===== config.mk =====
export PLATFORM = sky130hd
export DESIGN_NAME = sa_operand_feeder
export DESIGN_NICKNAME = d
export VERILOG_FILES = /design/src/rtl/sa_pkg.sv /design/src/rtl/sa_operand_buffer.sv /design/src/rtl/sa_operand_feeder.sv
export SDC_FILE = /design/constraint.sdc
export NUM_CORES = 1
export LEC_CHECK = 0
export ABC_AREA = 1
export CORE_MARGIN = 1.5
export CORE_UTILIZATION = 29
export DETAILED_ROUTE_END_ITERATION = 7
export PLACE_DENSITY = 0.43
export SLEW_MARGIN = 15
export SYNTH_ARGS = -nofsm -noshare
export SYNTH_HDL_FRONTEND = slang
export SYNTH_SLANG_ARGS = --single-unit
export TNS_END_PERCENT = 30

===== constraint.sdc =====
create_clock -name clk -period 25.4 [get_ports clk]
set_input_delay 6.35 -clock clk [delete_from_list [all_inputs] [get_ports clk]]
set_output_delay 6.35 -clock clk [all_outputs]
set_load 0.005 [all_outputs]

===== src/rtl/sa_pkg.sv =====
// Shared types and step-count helpers for the systolic operand path.
// Used by the operand feeder and the downstream result collector.
package sa_pkg;

    typedef enum logic [1:0] {
        LOAD,
        RUN,
        DRAIN,
        DONE
    } sa_feed_state_t;

    localparam int SA_SIZE     = 4;
    localparam int RUN_STEPS   = 2 * SA_SIZE - 1;
    localparam int DRAIN_STEPS = SA_SIZE - 1;

    function automatic int run_steps(input int size);
        return 2 * size - 1;
    endfunction

    function automatic int drain_steps(input int size);
        return size - 1;
    endfunction

    function automatic int idx_width(input int n);
        return (n > 1) ? $clog2(n) : 1;
    endfunction

endpackage


===== src/rtl/sa_operand_buffer.sv =====
// SIZE x SIZE operand storage for A and B with a column/row write port
// and a diagonal skew read that zero-fills outside the active window.
module sa_operand_buffer
    import sa_pkg::*;
#(
    parameter int WIDTH = 8,
    parameter int SIZE  = 4,
    parameter int KW    = 2,
    parameter int TW    = 3
) (
    input  logic                    clk,
    input  logic                    rst,
    input  logic                    wr_en,
    input  logic [KW-1:0]           wr_idx,
    input  logic [SIZE*WIDTH-1:0]   wr_a_col,
    input  logic [SIZE*WIDTH-1:0]   wr_b_row,
    input  logic [TW-1:0]           t,
    output logic [SIZE*WIDTH-1:0]   rd_a,
    output logic [SIZE*WIDTH-1:0]   rd_b
);

    logic [WIDTH-1:0] a_mem [SIZE][SIZE];
    logic [WIDTH-1:0] b_mem [SIZE][SIZE];

    // Beat k lands in column k of A and row k of B; reset wipes both.
    always_ff @(posedge clk or posedge rst) begin
        if (rst) begin
            for (int i = 0; i < SIZE; i++) begin
                for (int j = 0; j < SIZE; j++) begin
                    a_mem[i][j] <= '0;
                    b_mem[i][j] <= '0;
                end
            end
        end else if (wr_en) begin
            for (int k = 0; k < SIZE; k++) begin
                if (wr_idx == KW'(k)) begin
                    for (int i = 0; i < SIZE; i++) begin
                        a_mem[i][k] <= wr_a_col[i*WIDTH +: WIDTH];
                        b_mem[k][i] <= wr_b_row[i*WIDTH +: WIDTH];
                    end
                end
            end
        end
    end

    // Lane i carries the element whose index sum equals t, else zero.
    always_comb begin
        int tt;
        tt   = int'(t);
        rd_a = '0;
        rd_b = '0;
        for (int i = 0; i < SIZE; i++) begin
            for (int k = 0; k < SIZE; k++) begin
                if (i + k == tt) begin
                    rd_a[i*WIDTH +: WIDTH] = a_mem[i][k];
                    rd_b[i*WIDTH +: WIDTH] = b_mem[k][i];
                end
            end
        end
    end

endmodule


===== src/rtl/sa_operand_feeder.sv =====
// Loads a SIZE x SIZE operand pair beat by beat, then streams it into
// the systolic array's west and north edges with diagonal skew.
module sa_operand_feeder
    import sa_pkg::*;
#(
    parameter int WIDTH = 8,
    parameter int SIZE  = 4
) (
    input  logic                          clk,
    input  logic                          rst,
    input  logic                          in_valid,
    output logic                          in_ready,
    input  logic signed [SIZE*WIDTH-1:0]  in_a_col,
    input  logic signed [SIZE*WIDTH-1:0]  in_b_row,
    output logic signed [SIZE*WIDTH-1:0]  op_a,
    output logic signed [SIZE*WIDTH-1:0]  op_b,
    output logic                          op_valid,
    output logic                          acc_clr,
    output logic                          done
);

    localparam int KW         = idx_width(SIZE);
    localparam int TW         = idx_width(run_steps(SIZE));
    localparam int RUN_LAST   = run_steps(SIZE) - 1;
    localparam int DRAIN_LAST = (SIZE > 1) ? drain_steps(SIZE) - 1 : 0;

    sa_feed_state_t        state;
    logic [KW-1:0]         k;
    logic [TW-1:0]         t;
    logic                  accept;
    logic [SIZE*WIDTH-1:0] rd_a;
    logic [SIZE*WIDTH-1:0] rd_b;

    assign accept = in_valid && in_ready;

    sa_operand_buffer #(
        .WIDTH (WIDTH),
        .SIZE  (SIZE),
        .KW    (KW),
        .TW    (TW)
    ) u_buf (
        .clk      (clk),
        .rst      (rst),
        .wr_en    (accept),
        .wr_idx   (k),
        .wr_a_col (in_a_col),
        .wr_b_row (in_b_row),
        .t        (t),
        .rd_a     (rd_a),
        .rd_b     (rd_b)
    );

    // Operands only leave the buffer while the skew window is running.
    assign op_a = (state == RUN) ? rd_a : '0;
    assign op_b = (state == RUN) ? rd_b : '0;

    // Load/run/drain/done sequencer with registered control outputs.
    always_ff @(posedge clk or posedge rst) begin
        if (rst) begin
            state    <= LOAD;
            k        <= '0;
            t        <= '0;
            in_ready <= 1'b1;
            op_valid <= 1'b0;
            acc_clr  <= 1'b0;
            done     <= 1'b0;
        end else begin
            unique case (state)
                LOAD: begin
                    if (accept) begin
                        if (k == KW'(SIZE - 1)) begin
                            state    <= RUN;
                            k        <= '0;
                            t        <= '0;
                            in_ready <= 1'b0;
                            op_valid <= 1'b1;
                            acc_clr  <= 1'b1;
                        end else begin
                            k <= k + 1'b1;
                        end
                    end
                end
                RUN: begin
                    acc_clr <= 1'b0;
                    if (t == TW'(RUN_LAST)) begin
                        t <= '0;
                        if (SIZE == 1) begin
                            state    <= DONE;
                            op_valid <= 1'b0;
                            done     <= 1'b1;
                        end else begin
                            state <= DRAIN;
                        end
                    end else begin
                        t <= t + 1'b1;
                    end
                end
                DRAIN: begin
                    if (t == TW'(DRAIN_LAST)) begin
                        t        <= '0;
                        state    <= DONE;
                        op_valid <= 1'b0;
                        done     <= 1'b1;
                    end else begin
                        t <= t + 1'b1;
                    end
                end
                DONE: begin
                    state    <= LOAD;
                    done     <= 1'b0;
                    in_ready <= 1'b1;
                end
                default: begin
                    state    <= LOAD;
                    in_ready <= 1'b1;
                    op_valid <= 1'b0;
                    acc_clr  <= 1'b0;
                    done     <= 1'b0;
                end
            endcase
        end
    end

endmodule


==> flow_summary_export.csv, run 1 <==
group,metric,value,unit
outcome,status,"finished clean",
grt,grt_pass1_vias,10100,
die,die_h,211,um
grt,grt_pass1_wl,60100,um
die,die_x,211,um
synthesis,yosys-top-cells-area,"dfrtp_1 53%, o21ai_0 14%, nand2_1 13%, inv_1 3.7%, a21oi_1 2.7%",
routing,routed_wirelength,36900,um
cells_and_area,nets,1707,
worst_setup_path,crit_path_start_kind,"register",
routing,top_layer,"met5",
grt,grt_util_all_layers,0.171,
die,fp.coreArea,0.0429,sq mm
grt,grt_antenna_before_repair,1,
placement,port_buffers,134,
timing,setup_viol,0,
timing,fin_crit,10.59,ns
flow_run,cap_violations,0,
synthesis,avgSynthCellArea,8.02,sq um
timing,relSlewSlack,0.296,
pwr,p_clk_frac,0.520,
cts,clock-sinks,267,
cts,cts-root-buf,"clkbuf_16",
grt,globalRouteOverflowTotal,0,
synthesis,yosys_warnings,0,
timing,grt_setup_unrepaired,"no",
routing,wl_met2,17100,um
pwr,intPower,0.738,mW
synthesis,synth_edf_count,0,
pwr,switching_share,0.214,
pwr,p_comb_frac,0.028,
worst_setup_path,cp-end-kind,"output pin",
die,row_count,76,
cells_and_area,fin_area,0.0154,sq mm
worst_setup_path,crit_top_cell,"nand2_1",
placement,hpwl,22200,um
synthesis,netlist.area_leader.share,0.530,
cts,cts_setup_buffers,0,
die,start_util,0.293,
placement,place.gp.congestion,0.747,
worst_setup_path,cpPeakStageDelay,0.99,ns
synthesis,ys.flop_type,"dfrtp_1",
timing,finClkSkew,0.0117,ns
placement,place_area,0.0142,sq mm
timing,min_period_over_period,0.417,
routing,drtAntennaViolNets,0,
worst_setup_path,cp.arrival,4.24,ns
routing,wl_met1,17500,um
grt,grt_max_degree,95,
cells_and_area,drive_gt1_frac,0.0586,
synthesis,syn-cell-area,0.0125,sq mm
routing,firstDrtPassIters,5,
worst_setup_path,critPathKind,"register to output pin",
synthesis,syn_inst,1565,
pwr,sequentialPowerShare,0.453,
routing,dr_wl_met3,1760,um
cts,postCtsHoldBufs,0,
worst_setup_path,required,19.05,ns
routing,route.detailed.drc,0,
synthesis,synth_largest_area_cell,"dfrtp_1",
synthesis,seq_area_frac_synth,0.533,
cells_and_area,insertedDiodeCount,0,
worst_setup_path,crit_slowest_cell,"dfrtp_2",
routing,wire_per_inst,16.5,um
cells_and_area,area_growth,22.5,%
timing,worst_pin_slew,1.05,ns
worst_hold_path,hp-class,"register to register",
cts,clkTransAtPathRegs,0.06,ns
routing,vias,10500,
pwr,ir_drop,0.0337,mV
pwr,power.total,0.940,mW
cts,cts-buffers-inserted,34,
routing,vias_per_cell,4.68,
worst_setup_path,reg2reg_from,"t[0]",
worst_hold_path,hp-start,"u_buf.a_mem[96]",
cts,clock_latency,0.51,ns
pwr,p_leak,6.88,nW
timing,whs,0.480,ns
worst_setup_path,critPathMaxFanout,61,
cts,cts.path.max_buffers,3,
synthesis,synth.ff_latch_count,267,
die,num_io_pins,135,
routing,drtIter0Drc,761,
timing,setup_tns,0,ns
cts,cts.htree.levels,2,
worst_setup_path,crit_chain,"nand2_1, inv_1, ha_2, inv_2, buf_4, nand2_1, nand2_1, a21oi_1, clkdlybuf4s50_1",
timing,max_freq,94.5,MHz
die,die_area,0.0445,sq mm
pwr,switchingPower,0.201,mW
cts,ctsResizeCount,0,
timing,slew_viol_final,0,
synthesis,ys_types,29,
pwr,power.density,61.1,mW/mm^2
worst_setup_path,crit_start,"t[0]",
synthesis,async_reset_ff_frac,1.00,
timing,final_hold_viol_count,0,
synthesis,syn_nets,1641,
cts,cts_tree,"built",
-- cell usage after synthesis (2+ instances only) --
library cell  instances
nand2_1             442
o21ai_0             340
dfrtp_1             266
inv_1               124
clkbuf_1             86
nor2_1               70
a21oi_1              67
nand4_1              48
nand3_1              37
buf_2                18
o211ai_1             16
nand2_2              11
ha_1                  9
buf_4                 8
inv_2                 4
buf_6                 3
nand3_2               2
nor3_4                2
o21ai_1               2
-- worst max-delay path: cells and delay by family (launching register included) --
| family | cells | cell delay, ns |
|---|---|---|
| simple gates | 3 | 0.31 |
| fa+ha+maj | 1 | 0.77 |
| compound gates | 1 | 0.14 |
| flops | 1 | 0.99 |
| buf+inv | 4 | 1.48 |
-- final timing paths --
| path | endpoint | slack [ns] | cells after the start |
|---|---|---|---|
| max | op_b[23] | 14.81 | 9 |
| min | u_buf.a_mem[96] | 0.48 | 2 |
| max reg2reg | t[2] | 22.74 | 6 |
| min reg2reg | u_buf.a_mem[96] | 0.48 | 2 |
| max in group asynchronous | u_buf.b_mem[34] | 17.68 | 3 |
| min in group asynchronous | u_buf.a_mem[76] | 6.36 | 2 |
-- registers in the layout, indices dropped and copies added, names as in the netlist --
signal and cells:
done 1, acc_clr 1, in_ready 1, t 3, op_valid 1, state 2
u_buf.b_mem 128, k 2, u_buf.a_mem 128
-- through the flow --
stage	util	cells	setup slack, ns
after floorplan	-	1565	11.70
after global placement	0.332	2180	15.29
after detailed placement	0.332	2180	15.29
after CTS	0.359	2240	14.72
after global routing	0.359	2240	14.45
final	0.359	2240	14.81
-- per-layer routing --
metal  vias up  GRT usage
li1       5223          -
met1      4989      0.237
met2       215      0.276
met3        50     0.0332
met4         2     0.0367
met5         -          0
-- area by class of cell --
class	instances	area (sq um)
clock buffers	53	1050
clock inverters	7	85.1
fillers	4580	27500
inverters	130	497
multi-input cells	1052	4900
flip-flops and latches	267	6690
well taps	585	732
repair buffers	146	1430
-- cells by family (layout without fill, tap and decap cells) --
logic type | Yosys count | count (layout) | share of synthesized area
AOI/OAI and AO/OA | 426 | 426 | 0.173
DFF | 267 | 267 | 0.533
adders and majority gates | 9 | 9 | 0.00897
buffers and inverters | 246 | 336 | 0.0798
and+or+nand+nor | 617 | 617 | 0.205
-- power groups by stage --
stage	registers [mW]	clock network, mW	logic (mW)
floorplan	0.433	0	0.00997
global placement	0.433	0	0.0276
detailed placement	0.433	0	0.0275
CTS	0.425	0.505	0.0276
global route	0.425	0.524	0.0299
finish	0.426	0.488	0.0259
-- layout by cell type, fill, tap and decap left out, types with 2 or more instances in the layout --
| master | netlist | layout |
|---|---|---|
| nand2_1 | 442 | 438 |
| o21ai_0 | 340 | 340 |
| dfrtp_1 | 266 | 263 |
| clkdlybuf4s50_1 | 0 | 134 |
| inv_1 | 124 | 123 |
| nor2_1 | 70 | 70 |
| a21oi_1 | 67 | 67 |
| nand4_1 | 48 | 48 |
| nand3_1 | 37 | 37 |
| clkbuf_16 | 0 | 37 |
| o211ai_1 | 16 | 16 |
| buf_4 | 8 | 12 |
| nand2_2 | 11 | 11 |
| clkbuf_1 | 86 | 10 |
| ha_1 | 9 | 7 |
| clkinv_2 | 1 | 6 |
| clkbuf_8 | 0 | 6 |
| inv_2 | 4 | 5 |
| nand2_4 | 0 | 4 |
| dfrtp_2 | 0 | 3 |
| o21ai_1 | 2 | 2 |
| nand3_2 | 2 | 2 |
| nor3_4 | 2 | 2 |
| ha_2 | 0 | 2 |
| bufinv_16 | 0 | 2 |
(Power assumes the default switching activity.)
==> run 2: changes to the inputs <==
Clock period 25.4 ns to 10.4 ns, I/O delays scaled along.
==> flow_summary_export.csv, run 2 (synthesized netlist as in run 1, its figures left out) <==
group,metric,value,unit
pwr,p_leak,6.88,nW
worst_setup_path,cp.arrival,4.40,ns
timing,max_freq,143,MHz
grt,grt_max_degree,175,
placement,hpwl,22000,um
pwr,p_clk_frac,0.516,
die,die_area,0.0445,sq mm
routing,route.detailed.drc,0,
cells_and_area,drive_gt1_frac,0.0598,
cts,cts.path.max_buffers,3,
timing,setup_tns,0,ns
routing,drtAntennaViolNets,0,
worst_setup_path,rr_endpoint,"t[2]",
worst_setup_path,cp-end-kind,"output pin",
cells_and_area,layout_common_cells,"438 x nand2_1, 340 x o21ai_0, 263 x dfrtp_1",
pwr,sequentialPowerShare,0.456,
timing,relSlewSlack,0.280,
routing,vias,10400,
cts,cts_tree,"built",
pwr,intPower,1.79,mW
cts,ctsResizeCount,0,
routing,top_layer,"met4",
cts,clock-sinks,267,
cells_and_area,fin_area,0.0154,sq mm
die,die_x,211,um
die,num_io_pins,135,
routing,vias_per_cell,4.65,
worst_setup_path,crit_path_start_kind,"register",
routing,wl_met2,17300,um
routing,wl_met1,17300,um
die,start_util,0.293,
worst_setup_path,critPathKind,"register to output pin",
timing,setup_viol,0,
pwr,p_comb_frac,0.028,
pwr,switchingPower,0.493,mW
worst_hold_path,hp-start,"u_buf.b_mem[18]",
cts,cts-root-buf,"clkbuf_16",
timing,finClkSkew,0.00867,ns
timing,min_period_over_period,0.673,
cells_and_area,area_growth,22.6,%
timing,fin_crit,7.00,ns
die,row_count,76,
pwr,power.density,148,mW/mm^2
placement,place.gp.congestion,0.705,
grt,grt_util_all_layers,0.171,
cts,postCtsHoldBufs,0,
routing,drtIter0Drc,634,
grt,grt_pass1_vias,10300,
worst_hold_path,holdPathEnd,"u_buf.b_mem[18]",
worst_hold_path,hp-class,"register to register",
worst_setup_path,critPathMaxFanout,55,
placement,port_buffers,134,
placement,place_area,0.0143,sq mm
cts,clkTransAtPathRegs,0.06,ns
cells_and_area,layout_commonest_cell,"nand2_1",
pwr,switching_share,0.216,
cts,clock_latency,0.51,ns
routing,wire_per_inst,16.6,um
timing,grt_setup_unrepaired,"no",
grt,grt_antenna_before_repair,1,
grt,globalRouteOverflowTotal,0,
cells_and_area,nets,1706,
worst_hold_path,whs_path_depth,2,
die,fp.coreArea,0.0429,sq mm
outcome,status,"finished clean",
routing,dr_wl_met3,1640,um
cts,cts.htree.levels,2,
worst_setup_path,required,7.80,ns
flow_run,cap_violations,0,
timing,worst_pin_slew,1.08,ns
cts,cts_setup_buffers,0,
die,die_h,211,um
timing,slew_viol_final,0,
worst_setup_path,reg2reg_depth,7,
grt,grt_pass1_wl,60100,um
pwr,ir_drop,0.0938,mV
worst_setup_path,reg2reg_slack,7.85,ns
cts,cts-buffers-inserted,34,
timing,final_hold_viol_count,0,
routing,firstDrtPassIters,5,
cells_and_area,reg.largest.list,"u_buf.a_mem (128), u_buf.b_mem (128), t (3)",
worst_setup_path,reg2reg_from,"t[0]",
routing,routed_wirelength,37200,um
run 2: how the worst max path moves through the flow:
stage | startpoint | end | cells past startpoint
6_report | t[1] | op_b[23] | 9
2_1_floorplan | rst | acc_clr | 1
3_5_place_dp | t[1] | op_b[23] | 9
3_3_place_gp | t[1] | op_b[23] | 9
5_1_grt | t[1] | op_b[23] | 9
4_1_cts | t[2] | op_b[23] | 8
run 2: final cells by class:
type | count | area, sq um
Inverter | 130 | 497
Clock buffer | 53 | 1060
Tap cell | 585 | 732
Fill cell | 4566 | 27500
Sequential cell | 267 | 6690
Multi-Input combinational cell | 1052 | 4900
Clock inverter | 9 | 72.6
Timing Repair Buffer | 145 | 1440
Antenna cell | 1 | 2.50
run 2: critical path, stage by stage, from the launching register on:
cell and delay (ns):
dfrtp_2 0.98, nand2_1 0.10, inv_1 0.11, ha_2 0.78, inv_2 0.41, buf_4 0.44
nand2_1 0.14, nand2_1 0.05, a21oi_1 0.26, clkdlybuf4s50_1 0.57
run 2: routing by layer:
layer | up-vias | global-route usage
met4 | 0 | 0.0458
li1 | 5237 | -
met1 | 4941 | 0.232
met3 | 52 | 0.0291
met5 | - | 0
met2 | 199 | 0.282
run 2: power by group through the flow:
stage | registers, mW | logic, mW | clock network (mW)
after floorplan | 1.06 | 0.0244 | 0
after global placement | 1.06 | 0.0675 | 0
after detailed placement | 1.06 | 0.0673 | 0
after CTS | 1.04 | 0.0676 | 1.22
after global routing | 1.04 | 0.0729 | 1.26
final | 1.04 | 0.0634 | 1.18
run 2: per-stage QoR:
stage / setup slack [ns] / utilization / instances / power [mW] / hold slack, ns
floorplan: 0.448 / - / 1565 / 1.08 / 0.448
global placement: 3.82 / 0.332 / 2179 / 1.13 / 0.461
detailed placement: 3.84 / 0.332 / 2179 / 1.13 / 0.468
CTS: 3.28 / 0.359 / 2241 / 2.32 / 0.482
global route: 2.98 / 0.359 / 2241 / 2.37 / 0.496
finish: 3.40 / 0.359 / 2242 / 2.28 / 0.478
